==> src/rtl/mem_bus_ctrl_pkg.sv <==
// ---------------------------------------------------------------------------
// mem_bus_pkg
// Shared definitions for the criscv memory-bus controller:
//   - FSM state encoding (IDLE / REQ / DONE)
//   - target-select encoding (boot RAM, SDRAM MMU, peripherals)
//   - default boot-RAM limit, bus-error read data, timeout length
//   - access size codes carried unchanged through the controller
//   - helper turning a target select into the one-hot request vector
// ---------------------------------------------------------------------------
package mem_bus_pkg;

    typedef enum logic [1:0] {
        ST_IDLE = 2'd0,
        ST_REQ  = 2'd1,
        ST_DONE = 2'd2
    } state_e;

    typedef enum logic [1:0] {
        TGT_BOOT  = 2'd0,
        TGT_SDRAM = 2'd1,
        TGT_PER   = 2'd2
    } tgt_e;

    localparam logic [31:0] BOOT_LIMIT_DEF     = 32'h0001_0000;
    localparam logic [31:0] ERR_DATA_DEF       = 32'hDEAD_BEEF;
    localparam int unsigned TIMEOUT_CYCLES_DEF = 1024;

    // Access size codes; the controller forwards them untouched.
    localparam logic [1:0] SIZE_BYTE = 2'd0;
    localparam logic [1:0] SIZE_HALF = 2'd1;
    localparam logic [1:0] SIZE_WORD = 2'd2;

    // Request vector ordering is {per, sdram, boot}.
    function automatic logic [2:0] tgt_onehot(input tgt_e t);
        case (t)
            TGT_BOOT:  return 3'b001;
            TGT_SDRAM: return 3'b010;
            TGT_PER:   return 3'b100;
            default:   return 3'b000;
        endcase
    endfunction

endpackage

==> src/rtl/mem_bus_ctrl_decode.sv <==
// ---------------------------------------------------------------------------
// mem_bus_decode
// Purely combinational address decoder, also reused by the top-level LED
// logic.
//   bit31 = 1                 -> TGT_PER
//   address < BOOT_LIMIT      -> TGT_BOOT   (unsigned 32-bit compare)
//   otherwise                 -> TGT_SDRAM
// Ports:
//   addr_i  in  32  address to classify
//   tgt_o   out  2  target select (mem_bus_pkg::tgt_e)
// ---------------------------------------------------------------------------
module mem_bus_decode
    import mem_bus_pkg::*;
#(
    parameter logic [31:0] BOOT_LIMIT = BOOT_LIMIT_DEF
) (
    input  logic [31:0] addr_i,
    output tgt_e        tgt_o
);

    always_comb begin
        tgt_o = TGT_SDRAM;
        if (addr_i[31]) begin
            tgt_o = TGT_PER;
        end else if (addr_i < BOOT_LIMIT) begin
            tgt_o = TGT_BOOT;
        end
    end

endmodule

==> src/rtl/mem_bus_ctrl.sv <==
// ---------------------------------------------------------------------------
// mem_bus_ctrl
// Registered bus controller between the criscv memory port and the three
// memory-bus targets (boot RAM, SDRAM MMU, peripherals).
//
// Handshake (CPU side, four-phase): CPU raises rw_req and holds it until it
// sees rec; rec stays high (with read_data/bus_err stable) until rw_req is
// sampled low, then rec drops. Target side: exactly one *_req is held high
// until the selected target's *_rec is sampled high; recs from other targets,
// or arriving outside REQ, are ignored.
//
// Optional feature: define BUS_TIMEOUT_EN to add a 16-bit wait-state counter
// that completes a stuck request with bus_err=1 and ERR_DATA after
// TIMEOUT_CYCLES REQ cycles. Without it REQ waits forever and bus_err is 0.
//
// Ports:
//   mclk, reset                  clock, async active-low reset
//   address/rw_req/rw/           CPU request
//   write_data/size
//   read_data/rec/bus_err        CPU response (registered)
//   t_address/t_rw/              latched request to all targets
//   t_write_data/t_size
//   boot/sdram/per_req           per-target request (one-hot or zero)
//   boot/sdram/per_rdata, _rec   target responses
//   dbg_state_o                  current FSM state (debug)
// ---------------------------------------------------------------------------
module mem_bus_ctrl
    import mem_bus_pkg::*;
#(
    parameter logic [31:0] BOOT_LIMIT     = BOOT_LIMIT_DEF
`ifdef BUS_TIMEOUT_EN
    ,
    parameter int unsigned TIMEOUT_CYCLES = TIMEOUT_CYCLES_DEF,
    parameter logic [31:0] ERR_DATA       = ERR_DATA_DEF
`endif
) (
    input  logic        mclk,
    input  logic        reset,
    input  logic [31:0] address,
    input  logic        rw_req,
    input  logic        rw,
    input  logic [31:0] write_data,
    input  logic [1:0]  size,
    output logic [31:0] read_data,
    output logic        rec,
    output logic        bus_err,
    output logic [31:0] t_address,
    output logic        t_rw,
    output logic [31:0] t_write_data,
    output logic [1:0]  t_size,
    output logic        boot_req,
    output logic        sdram_req,
    output logic        per_req,
    input  logic [31:0] boot_rdata,
    input  logic [31:0] sdram_rdata,
    input  logic [31:0] per_rdata,
    input  logic        boot_rec,
    input  logic        sdram_rec,
    input  logic        per_rec,
    output state_e      dbg_state_o
);

    state_e      state_q;
    tgt_e        sel_q;
    tgt_e        dec_tgt;
    logic [2:0]  req_q;        // {per, sdram, boot}
    logic [31:0] read_data_q;
    logic        rec_q;
    logic [31:0] t_address_q;
    logic        t_rw_q;
    logic [31:0] t_write_data_q;
    logic [1:0]  t_size_q;
    logic        sel_rec;
    logic [31:0] sel_rdata;

    // Decode the live CPU address; it is only consumed on the IDLE accept
    // edge, so the latched select stays stable for the whole transaction.
    mem_bus_decode #(
        .BOOT_LIMIT (BOOT_LIMIT)
    ) u_decode (
        .addr_i (address),
        .tgt_o  (dec_tgt)
    );

    // Only the selected target's completion and data are ever looked at.
    always_comb begin
        sel_rec   = 1'b0;
        sel_rdata = 32'h0;
        case (sel_q)
            TGT_BOOT: begin
                sel_rec   = boot_rec;
                sel_rdata = boot_rdata;
            end
            TGT_SDRAM: begin
                sel_rec   = sdram_rec;
                sel_rdata = sdram_rdata;
            end
            TGT_PER: begin
                sel_rec   = per_rec;
                sel_rdata = per_rdata;
            end
            default: begin
                sel_rec   = 1'b0;
                sel_rdata = 32'h0;
            end
        endcase
    end

`ifdef BUS_TIMEOUT_EN
    localparam logic [15:0] TIMEOUT_LAST = 16'(TIMEOUT_CYCLES - 1);

    logic [15:0] wait_cnt_q;
    logic        bus_err_q;

    always_ff @(posedge mclk or negedge reset) begin
        if (!reset) begin
            state_q        <= ST_IDLE;
            sel_q          <= TGT_BOOT;
            req_q          <= 3'b000;
            read_data_q    <= 32'h0;
            rec_q          <= 1'b0;
            bus_err_q      <= 1'b0;
            t_address_q    <= 32'h0;
            t_rw_q         <= 1'b0;
            t_write_data_q <= 32'h0;
            t_size_q       <= 2'd0;
            wait_cnt_q     <= 16'h0;
        end else begin
            case (state_q)
                ST_IDLE: begin
                    if (rw_req) begin
                        t_address_q    <= address;
                        t_rw_q         <= rw;
                        t_write_data_q <= write_data;
                        t_size_q       <= size;
                        sel_q          <= dec_tgt;
                        req_q          <= tgt_onehot(dec_tgt);
                        wait_cnt_q     <= 16'h0;
                        state_q        <= ST_REQ;
                    end
                end
                ST_REQ: begin
                    // A real completion beats a coincident expiry.
                    if (sel_rec) begin
                        read_data_q <= sel_rdata;
                        req_q       <= 3'b000;
                        rec_q       <= 1'b1;
                        bus_err_q   <= 1'b0;
                        state_q     <= ST_DONE;
                    end else if (wait_cnt_q == TIMEOUT_LAST) begin
                        read_data_q <= ERR_DATA;
                        req_q       <= 3'b000;
                        rec_q       <= 1'b1;
                        bus_err_q   <= 1'b1;
                        state_q     <= ST_DONE;
                    end else begin
                        wait_cnt_q  <= wait_cnt_q + 16'h1;
                    end
                end
                ST_DONE: begin
                    if (!rw_req) begin
                        rec_q     <= 1'b0;
                        bus_err_q <= 1'b0;
                        state_q   <= ST_IDLE;
                    end
                end
                default: begin
                    req_q   <= 3'b000;
                    rec_q   <= 1'b0;
                    state_q <= ST_IDLE;
                end
            endcase
        end
    end

    assign bus_err = bus_err_q;
`else
    always_ff @(posedge mclk or negedge reset) begin
        if (!reset) begin
            state_q        <= ST_IDLE;
            sel_q          <= TGT_BOOT;
            req_q          <= 3'b000;
            read_data_q    <= 32'h0;
            rec_q          <= 1'b0;
            t_address_q    <= 32'h0;
            t_rw_q         <= 1'b0;
            t_write_data_q <= 32'h0;
            t_size_q       <= 2'd0;
        end else begin
            case (state_q)
                ST_IDLE: begin
                    if (rw_req) begin
                        t_address_q    <= address;
                        t_rw_q         <= rw;
                        t_write_data_q <= write_data;
                        t_size_q       <= size;
                        sel_q          <= dec_tgt;
                        req_q          <= tgt_onehot(dec_tgt);
                        state_q        <= ST_REQ;
                    end
                end
                ST_REQ: begin
                    // Write completions also capture rdata; value is unused.
                    if (sel_rec) begin
                        read_data_q <= sel_rdata;
                        req_q       <= 3'b000;
                        rec_q       <= 1'b1;
                        state_q     <= ST_DONE;
                    end
                end
                ST_DONE: begin
                    if (!rw_req) begin
                        rec_q   <= 1'b0;
                        state_q <= ST_IDLE;
                    end
                end
                default: begin
                    req_q   <= 3'b000;
                    rec_q   <= 1'b0;
                    state_q <= ST_IDLE;
                end
            endcase
        end
    end

    assign bus_err = 1'b0;
`endif

    assign boot_req     = req_q[0];
    assign sdram_req    = req_q[1];
    assign per_req      = req_q[2];
    assign read_data    = read_data_q;
    assign rec          = rec_q;
    assign t_address    = t_address_q;
    assign t_rw         = t_rw_q;
    assign t_write_data = t_write_data_q;
    assign t_size       = t_size_q;
    assign dbg_state_o  = state_q;

endmodule

==> config.mk <==
export PLATFORM = sky130hd
export DESIGN_NAME = mem_bus_ctrl
export DESIGN_NICKNAME = d
export VERILOG_FILES = /design/src/rtl/mem_bus_ctrl_pkg.sv /design/src/rtl/mem_bus_ctrl_decode.sv /design/src/rtl/mem_bus_ctrl.sv
export SDC_FILE = /design/constraint.sdc
export NUM_CORES = 1
export LEC_CHECK = 0
export ABC_CLOCK_PERIOD_IN_PS = 2100
export CAP_MARGIN = 5
export CORE_ASPECT_RATIO = 0.7
export CORE_MARGIN = 5
export CORE_UTILIZATION = 39
export CTS_CLUSTER_DIAMETER = 80
export DETAILED_ROUTE_END_ITERATION = 10
export PLACE_DENSITY = 0.85
export SLEW_MARGIN = 5
export SYNTH_ARGS = -nofsm -noshare
export SYNTH_HDL_FRONTEND = slang
export SYNTH_SLANG_ARGS = --single-unit
==> constraint.sdc <==
create_clock -name mclk -period 2.1 [get_ports mclk]
set_input_delay 0.21 -clock mclk [delete_from_list [all_inputs] [get_ports mclk]]
set_output_delay 0.21 -clock mclk [all_outputs]
set_load 0.01 [all_outputs]
Word level (Yosys, flattened, before mapping)
Cells that the tools add are included.
- bits in registers: 107
- input port bits: 169
- output and inout port bits: 106
- word-level logic and storage cells: 44
- $lt $le $gt $ge: 1
- equal/unequal tests: 9
- muxes and demuxes: 15
- bitwise operators: 2
- reduce and logical (&&, ||, !) cells: 8
- operator list (operator ; count):
    32-bit case mux with 3 select lines ; 1
    32-bit by 17-bit less-than comparator with 1-bit output (second input constant) ; 1
    3-bit case mux with 3 select lines ; 2
    3-bit AND reduction ; 3
    2-bit two-way mux ; 4
    2-bit by 1-bit equality test with 1-bit output (second input constant) ; 3
    2-bit equality test (second input constant) ; 3
    2-bit zero test ; 3
    3-bit two-way mux ; 2
    2-bit != test (second input constant) ; 3
    1-bit case mux with 3 select lines ; 2
    2-bit case mux with 3 select lines ; 1
    2-bit AND reduction ; 2
    1-bit two-way mux ; 3
    1-bit inverter ; 2

Depth between registers and ports, before layout
Gate-level depths: netlist (run 1).
- depth after elaboration: 7
- mapped depth: 7
- gate-level depth less buffers: 4

Hierarchy
Synthesis (run 1) repeated with hierarchy kept, for this count alone.
- cell total of the unflattened synthesis: 365
- area, all modules: 4767.1 µm²
- by module, submodules not included (module ; instances ; cells an instance ; area each (µm²) ; seq. area each (µm²)):
    mem_bus_ctrl ; 1 ; 359 ; 4727.0 ; 2677.6
    mem_bus_decode ; 1 ; 6 ; 40.0 ; 0.0

Least setup slack after synthesis (run 1)
No wires, ideal clock.
- path kind: flip-flop to flip-flop
- start point: reg sel_q[0]
- end point: reg read_data_q[10], in the netlist read_data[10]
- library setup time: 0.125 ns
- arrival: 1.377 ns
- required time: 1.975 ns
- slack: 0.598 ns
- stages on the path, launching flop included: 7
- buffers on the path: 2
- period minus slack after synthesis: 1.502 ns
- cells stage by stage: dfrtp_1 > buf_4 > mux2i_1 > o21ai_1 > nand2_2 > buf_6 > mux2_4
- word-level cells in the longest chain between the ends: 3
- elaborated cells between the ends (all ways): 6
- classes of those cells: eq/ne: 2; mux: 2; reduce/logical: 2
- RTL lines (what ; RTL line ; source):
    start, declared ; mem_bus_ctrl.sv:64 ; tgt_e sel_q;
    start signal, assigned ; mem_bus_ctrl.sv:197 ; sel_q <= dec_tgt;
    2-bit equality test (tied with other cells) ; mem_bus_ctrl.sv:89 ; case (sel_q)
    1-bit case mux with 3 select lines ; mem_bus_ctrl.sv:89 ;
    2-bit AND reduction (no source line) ; - ;
    end signal, assigned ; mem_bus_ctrl.sv:205 ; read_data_q <= sel_rdata;
    end, declared ; mem_bus_ctrl.sv:67 ; logic [31:0] read_data_q;
Parallel ways exist; a longest one is shown, timed or not.
A chain may end at the register's enable or synchronous reset.

Final worst setup path (run 1)
- start point: reg t_address_q[31], in the netlist t_address[31]
- end point: out t_address[31]
- RTL lines (what ; RTL line ; source):
    start, declared ; mem_bus_ctrl.sv:69 ; logic [31:0] t_address_q;
    start signal, assigned ; mem_bus_ctrl.sv:193 ; t_address_q <= address;
    end, declared ; mem_bus_ctrl.sv:47 ; output logic [31:0] t_address,
No word-level cell between the ends.

==> results.md, run 1 <==
- Worst reg2reg endpoint: read_data[29]
- CTS Buf Count: 9
- Antenna Nets Post-Route: 0
- Cts repair resizes: 0
- Post-synth ARST share: 100%
- R2R setup slack: 0.20 ns
- Synth Area in Compound Gates: 4.33%
- WL/cell: 16.6 um
- Vias per Instance: 4.76
- Syn Nets: 666
- Sequential share of the synthesized area: 55.0%
- Slew Viols, Final: 0
- Final-stage net count: 930
- Final hold viol count: 0
- XOR/XNOR Fraction of Synth Area: 0%
- Net Sw Frac: 35.4%
- First-pass GRT wire length: 23,800 um
- IO Count: 275
- Worst skew pair latency: 0.33 ns
- Width of the chip: 143 um
- Final critical-path required period: 1.93 ns
- Area Overhead vs Synth: 66.1%
- Fillers: 964
- Starting DRC count in detailed routing: 119
- R2r worst-path depth: 4
- Starting Density: 39.4%
- Netlist cell types: 23
- CTS root buf: clkbuf_16
- Synthesis-stage register bit count: 106
- Cells after DPL: 911
- Syn_area_per_cell: 9.71 um2
- Fin crit share: 91.9%
- Core Util, Final: 65.4%
- # Post-CTS Setup Buffers: 0
- Ant. Diodes: 0
- Worst R2R Start: sel_q[0]
- Placed Area: 0.00773 mm2
- GR Overflow Total: 0
- Main area contributors after synthesis: dfrtp_1, nand2_1, mux2_4, mux2i_1, o21ai_0
- H-Tree Depth: 3
- Clock sinks: 106
- Die H: 103 um
- Worst setup SP type: flop
- CP max FO: 33
- Max Cap Viol: 0
- Simple-Gate Fraction of Synth Area: 20.3%
- Largest net degree at the start of global routing: 59
- Number of port buffers: 273
- Slew @ Worst Pin: 1.25 ns
- Largest family of logic cells by synthesized area: simple AND/OR/NAND/NOR gates
- Worst-path clk slew: 0.07 ns
- Total Neg Setup Slack: 0 ns
- Cell row count: 34
- Leakage: 3.75 nW
- Upper clock frequency limit: 518 MHz
- Post-DP HPWL: 12,000 um
- Final Cell Area: 0.00802 mm2
- Initial antenna violation count: 0
- Pwr per Cell Area: 1360 mW/mm2
- DR pass1 iterations: 4
- Clk pwr share: 14.5%
- RSZ-0062 raised after global routing: false
- Sw Pwr: 3.86 mW
- Status: completed
- Layout cells sized above 1: 8.50%
- Hold WS: 0.241 ns
- Post-synth EDFFs: 0
- Normalized max-slew margin: 16.4%
- Internal power: 7.03 mW
- Hold WC Path Type: in -> async
- Routed vias: 4,415
- Final Skew: 0.00577 ns
- Critical Path Sink: t_address[31]
- Remaining DRCs: 0
- Critical Path Source: t_address[31]
- Top FF cell, synth: dfrtp_1
- Max Buffers Root-to-Sink: 2
- Vias in the first global route: 4,726
- Worst ir drop on vdd: 711 uV
- Mux contribution to synthesized area: 16.7%
- Worst setup EP type: output port
- Routed WL: 15,400 um
- Gpl congestion: 0.866
- Mapped Area: 0.00483 mm2
- Critical path class: reg -> out
- Sequential group share of total power: 33.0%
- Synth top area share: 55.0%
- Worst Path Required: 1.89 ns
- Core area: 0.0123 mm2
- Adder-Cell Fraction of Synth Area: 0%
- Die area: 0.0147 mm2
- CTS tree: done
- Synth area leader: dfrtp_1
- Worst path arrival time: 1.72 ns
- Synth Warn #: 0
- Post-route insts no fill: 927
- Final setup viols: 0
- Cells after Synth: 497
- GRT Total Usage: 20.2%
- Comb power frac: 52.4%
## synthesized netlist by cell type (5+ instances only)
| library cell | instances |
|---|---|
| buf_2 | 12 |
| clkbuf_1 | 14 |
| dfrtp_1 | 106 |
| mux2_2 | 5 |
| mux2_4 | 28 |
| mux2i_1 | 33 |
| nand2_1 | 239 |
| nor4_1 | 5 |
| o21ai_0 | 27 |
| o21ai_1 | 7 |
## metal layers
| layer | vias up | share of wire [%] | global-route usage [%] |
|---|---|---|---|
| met2 | 166 | 51 | 36.7 |
| met4 | 0 | 2.4 | 6.36 |
| met1 | 2092 | 38 | 22.9 |
| li1 | 2125 | - | - |
| met3 | 32 | 8.3 | 6.49 |
| met5 | - | 0 | 0 |
## stage by stage
stage	total power, mW	worst slack [ns]
detailed placement	9.37	0.216
floorplan	6.37	0.598
finish	10.9	0.169
CTS	11.0	0.164
global route	11.6	0.00229
global placement	9.14	0.279
## flip-flops by register name, summed over array words and instances (netlist names)
signal	count
sel_q	1
t_rw	1
req_q	3
t_size	2
read_data	32
rec	1
t_address	32
t_write_data	32
dbg_state_o	2
## power groups by stage
stage,clock (mW),combinational [mW],sequential (mW)
floorplan,0,2.38,4.00
CTS,1.64,5.79,3.60
finish,1.58,5.71,3.60
global route,1.72,6.14,3.73
global placement,0,5.59,3.55
detailed placement,0,5.76,3.62
## placed cells by master (no fill, tap or decap)
cell,instances
a21o_1,3
a22o_1,1
and2_2,1
buf_12,4
buf_4,8
clkbuf_16,9
clkdlybuf4s50_1,272
clkinv_2,1
clkinv_4,1
clkinvlp_4,1
conb_1,1
dfrtp_1,105
dfrtp_2,1
dlygate4sd3_1,1
inv_1,1
inv_6,2
inv_8,1
mux2_2,5
mux2_4,28
mux2i_1,33
nand2_1,238
nand2_2,2
nand3b_1,1
nand4_1,1
nor2b_1,2
nor2b_2,1
nor3b_1,1
nor4_1,5
o211ai_1,1
o21ai_0,27
o21ai_1,7
## logic make-up after synthesis
kind of cell | after synthesis
buffers and inverters | 33
AO/OA/AOI/OAI | 39
flip-flops | 106
other | 1
AND/OR/NAND/NOR | 252
multiplexers | 66
## critical path, cell delays in order (launching register included)
cell	delay [ns]
dfrtp_1	0.34
buf_4	0.13
buf_4	0.30
clkdlybuf4s50_1	0.61
## how the worst min path moves through the flow
stage,from,end,slack [ns],cells after the start
final,reset,read_data[15],0.24,2
after global routing,reset,read_data[17],0.22,2
after CTS,reset,read_data[15],0.22,2
after detailed placement,reset,read_data[15],0.03,1
after global placement,reset,read_data[17],0.02,1
after floorplan,reset,dbg_state_o[0],-0.09,0
## final cells by class
type	instances	area (um2)	area share, %
timing repair buffer	285	2870	35.8
sequential	106	2650	33.1
multi-input combinational	358	2010	25.0
clock buffer	9	225	2.81
tap	162	203	2.53
clock inverter	6	50.0	0.624
inverter	1	3.75	0.0468
## repair_timing
action	CTS	global route
hold buffers	1	0
setup endpoints to repair	0	0
endpoints found under the hold margin	62	0
Power figures use the tool's default switching activity.
==> run 2: changes to the inputs <==
--- a/config.mk
+++ b/config.mk
@@ -5,14 +5,14 @@
 export SDC_FILE = /design/constraint.sdc
 export NUM_CORES = 1
 export LEC_CHECK = 0
-export ABC_CLOCK_PERIOD_IN_PS = 2100
+export ABC_CLOCK_PERIOD_IN_PS = 2300
 export CAP_MARGIN = 5
 export CORE_ASPECT_RATIO = 0.7
 export CORE_MARGIN = 5
-export CORE_UTILIZATION = 39
+export CORE_UTILIZATION = 42
 export CTS_CLUSTER_DIAMETER = 80
 export DETAILED_ROUTE_END_ITERATION = 10
-export PLACE_DENSITY = 0.85
+export PLACE_DENSITY = 0.9
 export SLEW_MARGIN = 5
 export SYNTH_ARGS = -nofsm -noshare
 export SYNTH_HDL_FRONTEND = slang
==> constraint.sdc (replaced) <==
create_clock -name mclk -period 2.3 [get_ports mclk]
set_input_delay 0.23 -clock mclk [delete_from_list [all_inputs] [get_ports mclk]]
set_output_delay 0.23 -clock mclk [all_outputs]
set_load 0.01 [all_outputs]
==> results.md, run 2 (same netlist as run 1, synthesis figures left out) <==
- Status: completed
- Met3 routed WL: 1250 um
- M1 WL: 6370 um
- Final-stage net count: 925
- Cts repair resizes: 0
- Vias per Instance: 4.90
- Cells after DPL: 897
- Critical Path Source: t_address[31]
- Fillers: 837
- # Post-CTS Setup Buffers: 0
- Worst reg2reg endpoint: read_data[18]
- CTS root buf: clkbuf_16
- Layout cells sized above 1: 8.02%
- Gpl congestion: 0.969
- Slowest stage delay, CP: 0.61 ns
- Routed vias: 4,481
- GR Overflow Total: 0
- Post-route insts no fill: 914
- Hold wc startpoint: write_data[20]
- IO Count: 275
- WL met2: 7610 um
- Cell row count: 32
- Worst Hold Depth: 3
- Remaining DRCs: 0
- Final setup viols: 0
- DR pass1 iterations: 5
- CTS tree: done
- Max Cap Viol: 0
- Final critical-path required period: 1.95 ns
- Worst R2R Start: sel_q[0]
- Die H: 99.7 um
- Total Neg Setup Slack: 0 ns
- Worst setup EP type: output port
- Max Buffers Root-to-Sink: 2
- Die area: 0.0138 mm2
- Slew @ Worst Pin: 0.741 ns
- Slowest CP cell: clkdlybuf4s50_1
- Worst path arrival time: 1.72 ns
- Vias in the first global route: 4,769
- Worst Hold Path EP: t_write_data[20]
- Place WS: 0.306 ns
- Core area: 0.0111 mm2
- Worst skew pair latency: 0.34 ns
- Fin worst setup slack: 0.348 ns
- Hold WS: 0.421 ns
- Largest net degree at the start of global routing: 56
- R2r worst-path depth: 4
- WL/cell: 17.1 um
- Width of the chip: 138 um
- Final hold viol count: 0
- Worst Path Required: 2.07 ns
- Final Cell Area: 0.00801 mm2
- GRT Total Usage: 22.3%
- Post-DP HPWL: 12,000 um
- Worst setup SP type: flop
- Pwr Total: 10.1 mW
- CP max FO: 34
- Placed Area: 0.00768 mm2
- Worst ir drop on vdd: 644 uV
- CTS Buf Count: 9
- Starting Density: 43.4%
- Number of port buffers: 273
- Critical path class: reg -> out
- Pwr per Cell Area: 1260 mW/mm2
- Clock sinks: 106
- Ant. Diodes: 0
- Commonest non-fill, non-tap cell in the layout: clkdlybuf4s50_1
- Worst-path clk slew: 0.08 ns
- R2R setup slack: 0.49 ns
- Initial antenna violation count: 0
- H-Tree Depth: 3
- Max layer used: met4
- RSZ-0062 raised after global routing: false
- Fin crit share: 84.9%
- Area Overhead vs Synth: 66.0%
- Most frequent cells in the layout: clkdlybuf4s50_1, nand2_1, dfrtp_1
- First-pass GRT wire length: 24,800 um
- Hold WC Path Type: in -> reg
- Routed WL: 15,600 um
- Core Util, Final: 72.0%
- Worst path cell trace: buf_4 -> clkdlybuf4s50_1
- Starting DRC count in detailed routing: 271
- Upper clock frequency limit: 512 MHz
- Leakage: 3.75 nW
- Slew Viols, Final: 0
- Final Skew: 0.0123 ns
- Normalized max-slew margin: 50.5%
- Antenna Nets Post-Route: 0
## run 2: changes by cell type in the layout (fill, tap and decap cells not counted), sizes merged
cell    before  now
buf         12    7
clkbuf       9   11
bufinv       0    1
clkinv       2    1
inv          4    3
## run 2: layout make-up
type	count	area (um2)	area share (%)
Clock buffer	11	253	3.16
Timing Repair Buffer	280	2840	35.4
Tap cell	153	191	2.39
Inverter	1	3.75	0.0469
Clock inverter	5	60.1	0.750
Sequential cell	106	2650	33.1
Multi-Input combinational cell	358	2010	25.1
## run 2: timing repair
item	4_1_cts	5_1_grt
hold endpoints to repair	53	0
hold buffers	1	0
endpoints found under the setup margin	0	0
## run 2: worst max path at each step
stage,to,slack [ns],depth (start not counted)
global route,t_address[31],0.28,2
global placement,read_data[17],0.43,4
detailed placement,read_data[10],0.31,4
finish,t_address[31],0.35,2
CTS,read_data[10],0.29,4
floorplan,read_data[10],0.80,6
## run 2: power breakdown
group          internal [mW]  total [mW]  switching (mW)
Clock                  0.910        1.58           0.666
Combinational           2.88        5.20            2.32
Sequential              2.76        3.29           0.533
## run 2: layer usage
metal,GRT usage [%],vias up
met5,0,-
met4,7.37,0
met3,8.22,32
met2,37.7,197
met1,26.7,2137
li1,-,2115
## run 2: critical path: cells and delay by family (launching register included)
kind / cells / cell delay [ns]
flops: 1 / 0.42
buf+inv: 2 / 0.95
==> run 3: changes to the inputs <==
--- a/config.mk
+++ b/config.mk
@@ -5,14 +5,14 @@
 export SDC_FILE = /design/constraint.sdc
 export NUM_CORES = 1
 export LEC_CHECK = 0
-export ABC_CLOCK_PERIOD_IN_PS = 2300
+export ABC_CLOCK_PERIOD_IN_PS = 2050
 export CAP_MARGIN = 5
 export CORE_ASPECT_RATIO = 0.7
 export CORE_MARGIN = 5
-export CORE_UTILIZATION = 42
+export CORE_UTILIZATION = 39
 export CTS_CLUSTER_DIAMETER = 80
 export DETAILED_ROUTE_END_ITERATION = 10
-export PLACE_DENSITY = 0.9
+export PLACE_DENSITY = 0.85
 export SLEW_MARGIN = 5
 export SYNTH_ARGS = -nofsm -noshare
 export SYNTH_HDL_FRONTEND = slang
==> constraint.sdc (replaced) <==
create_clock -name mclk -period 2.05 [get_ports mclk]
set_input_delay 0.205 -clock mclk [delete_from_list [all_inputs] [get_ports mclk]]
set_output_delay 0.205 -clock mclk [all_outputs]
set_load 0.01 [all_outputs]
==> results.md, run 3 (same netlist as run 1, synthesis figures left out) <==
- Die area: 0.0147 mm2
- Starting DRC count in detailed routing: 170
- CTS tree: done
- Ant. Diodes: 0
- Leakage: 3.75 nW
- Hold WC Path Type: in -> async
- CTS Buf Count: 9
- Upper clock frequency limit: 547 MHz
- CTS root buf: clkbuf_16
- WL/cell: 16.7 um
- First-pass GRT wire length: 23,300 um
- Layout cells sized above 1: 8.34%
- Register area: 0.00265 mm2
- Die H: 103 um
- Fin crit share: 89.2%
- Initial antenna violation count: 0
- Worst reg2reg endpoint: read_data[28]
- Max Buffers Root-to-Sink: 2
- Worst setup SP type: flop
- Place WS: 0.156 ns
- Final Skew: 0.0110 ns
- Final hold viol count: 0
- Antenna Nets Post-Route: 0
- Final-stage net count: 931
- Worst ir drop on vdd: 697 uV
- Clock sinks: 106
- Total Neg Setup Slack: 0 ns
- Slew @ Worst Pin: 0.726 ns
- R2R setup slack: 0.29 ns
- Worst-path clk slew: 0.07 ns
- IO Count: 275
- Post-DP HPWL: 12,200 um
- Worst path arrival time: 1.62 ns
- Final setup viols: 0
- Critical Path Sink: t_address[31]
- Max Cap Viol: 0
- Internal power: 7.21 mW
- Final critical-path required period: 1.83 ns
- Vias in the first global route: 4,646
- Number of port buffers: 273
- Critical Path Source: t_address[31]
- Footprint of the multi-input gates: 0.00201 mm2
- Critical path class: reg -> out
- H-Tree Depth: 3
- Remaining DRCs: 0
- Vias per Instance: 4.81
- Net Sw Frac: 35.2%
- Sequential group share of total power: 33.1%
- Fillers: 974
- Starting Density: 39.4%
- Most frequent cells in the layout: clkdlybuf4s50_1, nand2_1, dfrtp_1
- DR pass1 iterations: 4
- Gpl congestion: 0.832
- Slew Viols, Final: 0
- GR Overflow Total: 0
- Worst skew pair latency: 0.34 ns
- Routed WL: 15,500 um
- Sw Pwr: 3.92 mW
- Worst Path Required: 1.85 ns
- CP max FO: 37
- Core area: 0.0123 mm2
- Comb power frac: 52.8%
- Normalized max-slew margin: 51.5%
- Worst setup EP type: output port
- R2r worst-path depth: 6
- Area Overhead vs Synth: 66.4%
- Worst R2R Start: sel_q[0]
- Width of the chip: 143 um
- Cell row count: 34
- GRT Total Usage: 19.9%
- Fin worst setup slack: 0.222 ns
- Largest net degree at the start of global routing: 57
- Status: completed
- Clk pwr share: 14.1%
- RSZ-0062 raised after global routing: false
- Routed vias: 4,473
- Pwr per Cell Area: 1390 mW/mm2
- # Post-CTS Setup Buffers: 0
- Commonest non-fill, non-tap cell in the layout: clkdlybuf4s50_1
[run 3: power groups by stage]
stage / Clock [mW] / Sequential, mW / Combinational (mW)
2_1_floorplan: 0 / 4.09 / 2.44
5_1_grt: 1.70 / 3.82 / 6.31
3_5_place_dp: 0 / 3.71 / 5.91
6_report: 1.57 / 3.69 / 5.87
4_1_cts: 1.61 / 3.69 / 5.93
3_3_place_gp: 0 / 3.65 / 5.75
[run 3: area by class of cell]
type	instances	area share [%]
sequential	106	33.0
clock inverter	4	0.358
inverter	1	0.0467
multi-input combinational	358	25.1
clock buffer	12	2.94
tap	162	2.52
timing repair buffer	286	36.0
[run 3: stage by stage]
| step | power, mW | hold WS (ns) | area (um2) | util (%) | instances |
|---|---|---|---|---|---|
| 6_report | 11.1 | 0.343 | 8030 | 65.5 | 929 |
| 5_1_grt | 11.8 | 0.376 | 8030 | 65.5 | 929 |
| 4_1_cts | 11.2 | 0.357 | 8030 | 65.5 | 929 |
| 3_5_place_dp | 9.61 | 0.174 | 7750 | 63.3 | 912 |
| 3_3_place_gp | 9.39 | 0.164 | 7750 | 63.3 | 912 |
| 2_1_floorplan | 6.53 | -0.0906 | 4830 | - | 497 |
[run 3: worst max-delay path, cell delays in order, from the launching register on]
cell             delay (ns)
dfrtp_1                0.35
buf_4                  0.33
clkdlybuf4s50_1        0.61
[run 3: layer usage]
layer,global-route usage [%],part of all wire (%)
met2,35.0,50
met4,7.23,2.8
met3,6.26,8.3
met1,23.3,39
met5,0,0
[run 3: how the worst min path moves through the flow]
| stage | depth (start not counted) | from | end |
|---|---|---|---|
| 6_report | 2 | reset | read_data[17] |
| 5_1_grt | 2 | reset | read_data[17] |
| 4_1_cts | 2 | reset | read_data[17] |
| 3_5_place_dp | 1 | reset | read_data[17] |
| 3_3_place_gp | 1 | reset | read_data[17] |
| 2_1_floorplan | 0 | reset | dbg_state_o[0] |
[run 3: what timing repair did]
| action | 4_1_cts | 5_1_grt |
|---|---|---|
| endpoints found under the setup margin | 0 | 0 |
| gates resized for setup | 0 | 0 |
| endpoints found under the hold margin | 27 | 0 |
| hold buffers | 1 | 0 |
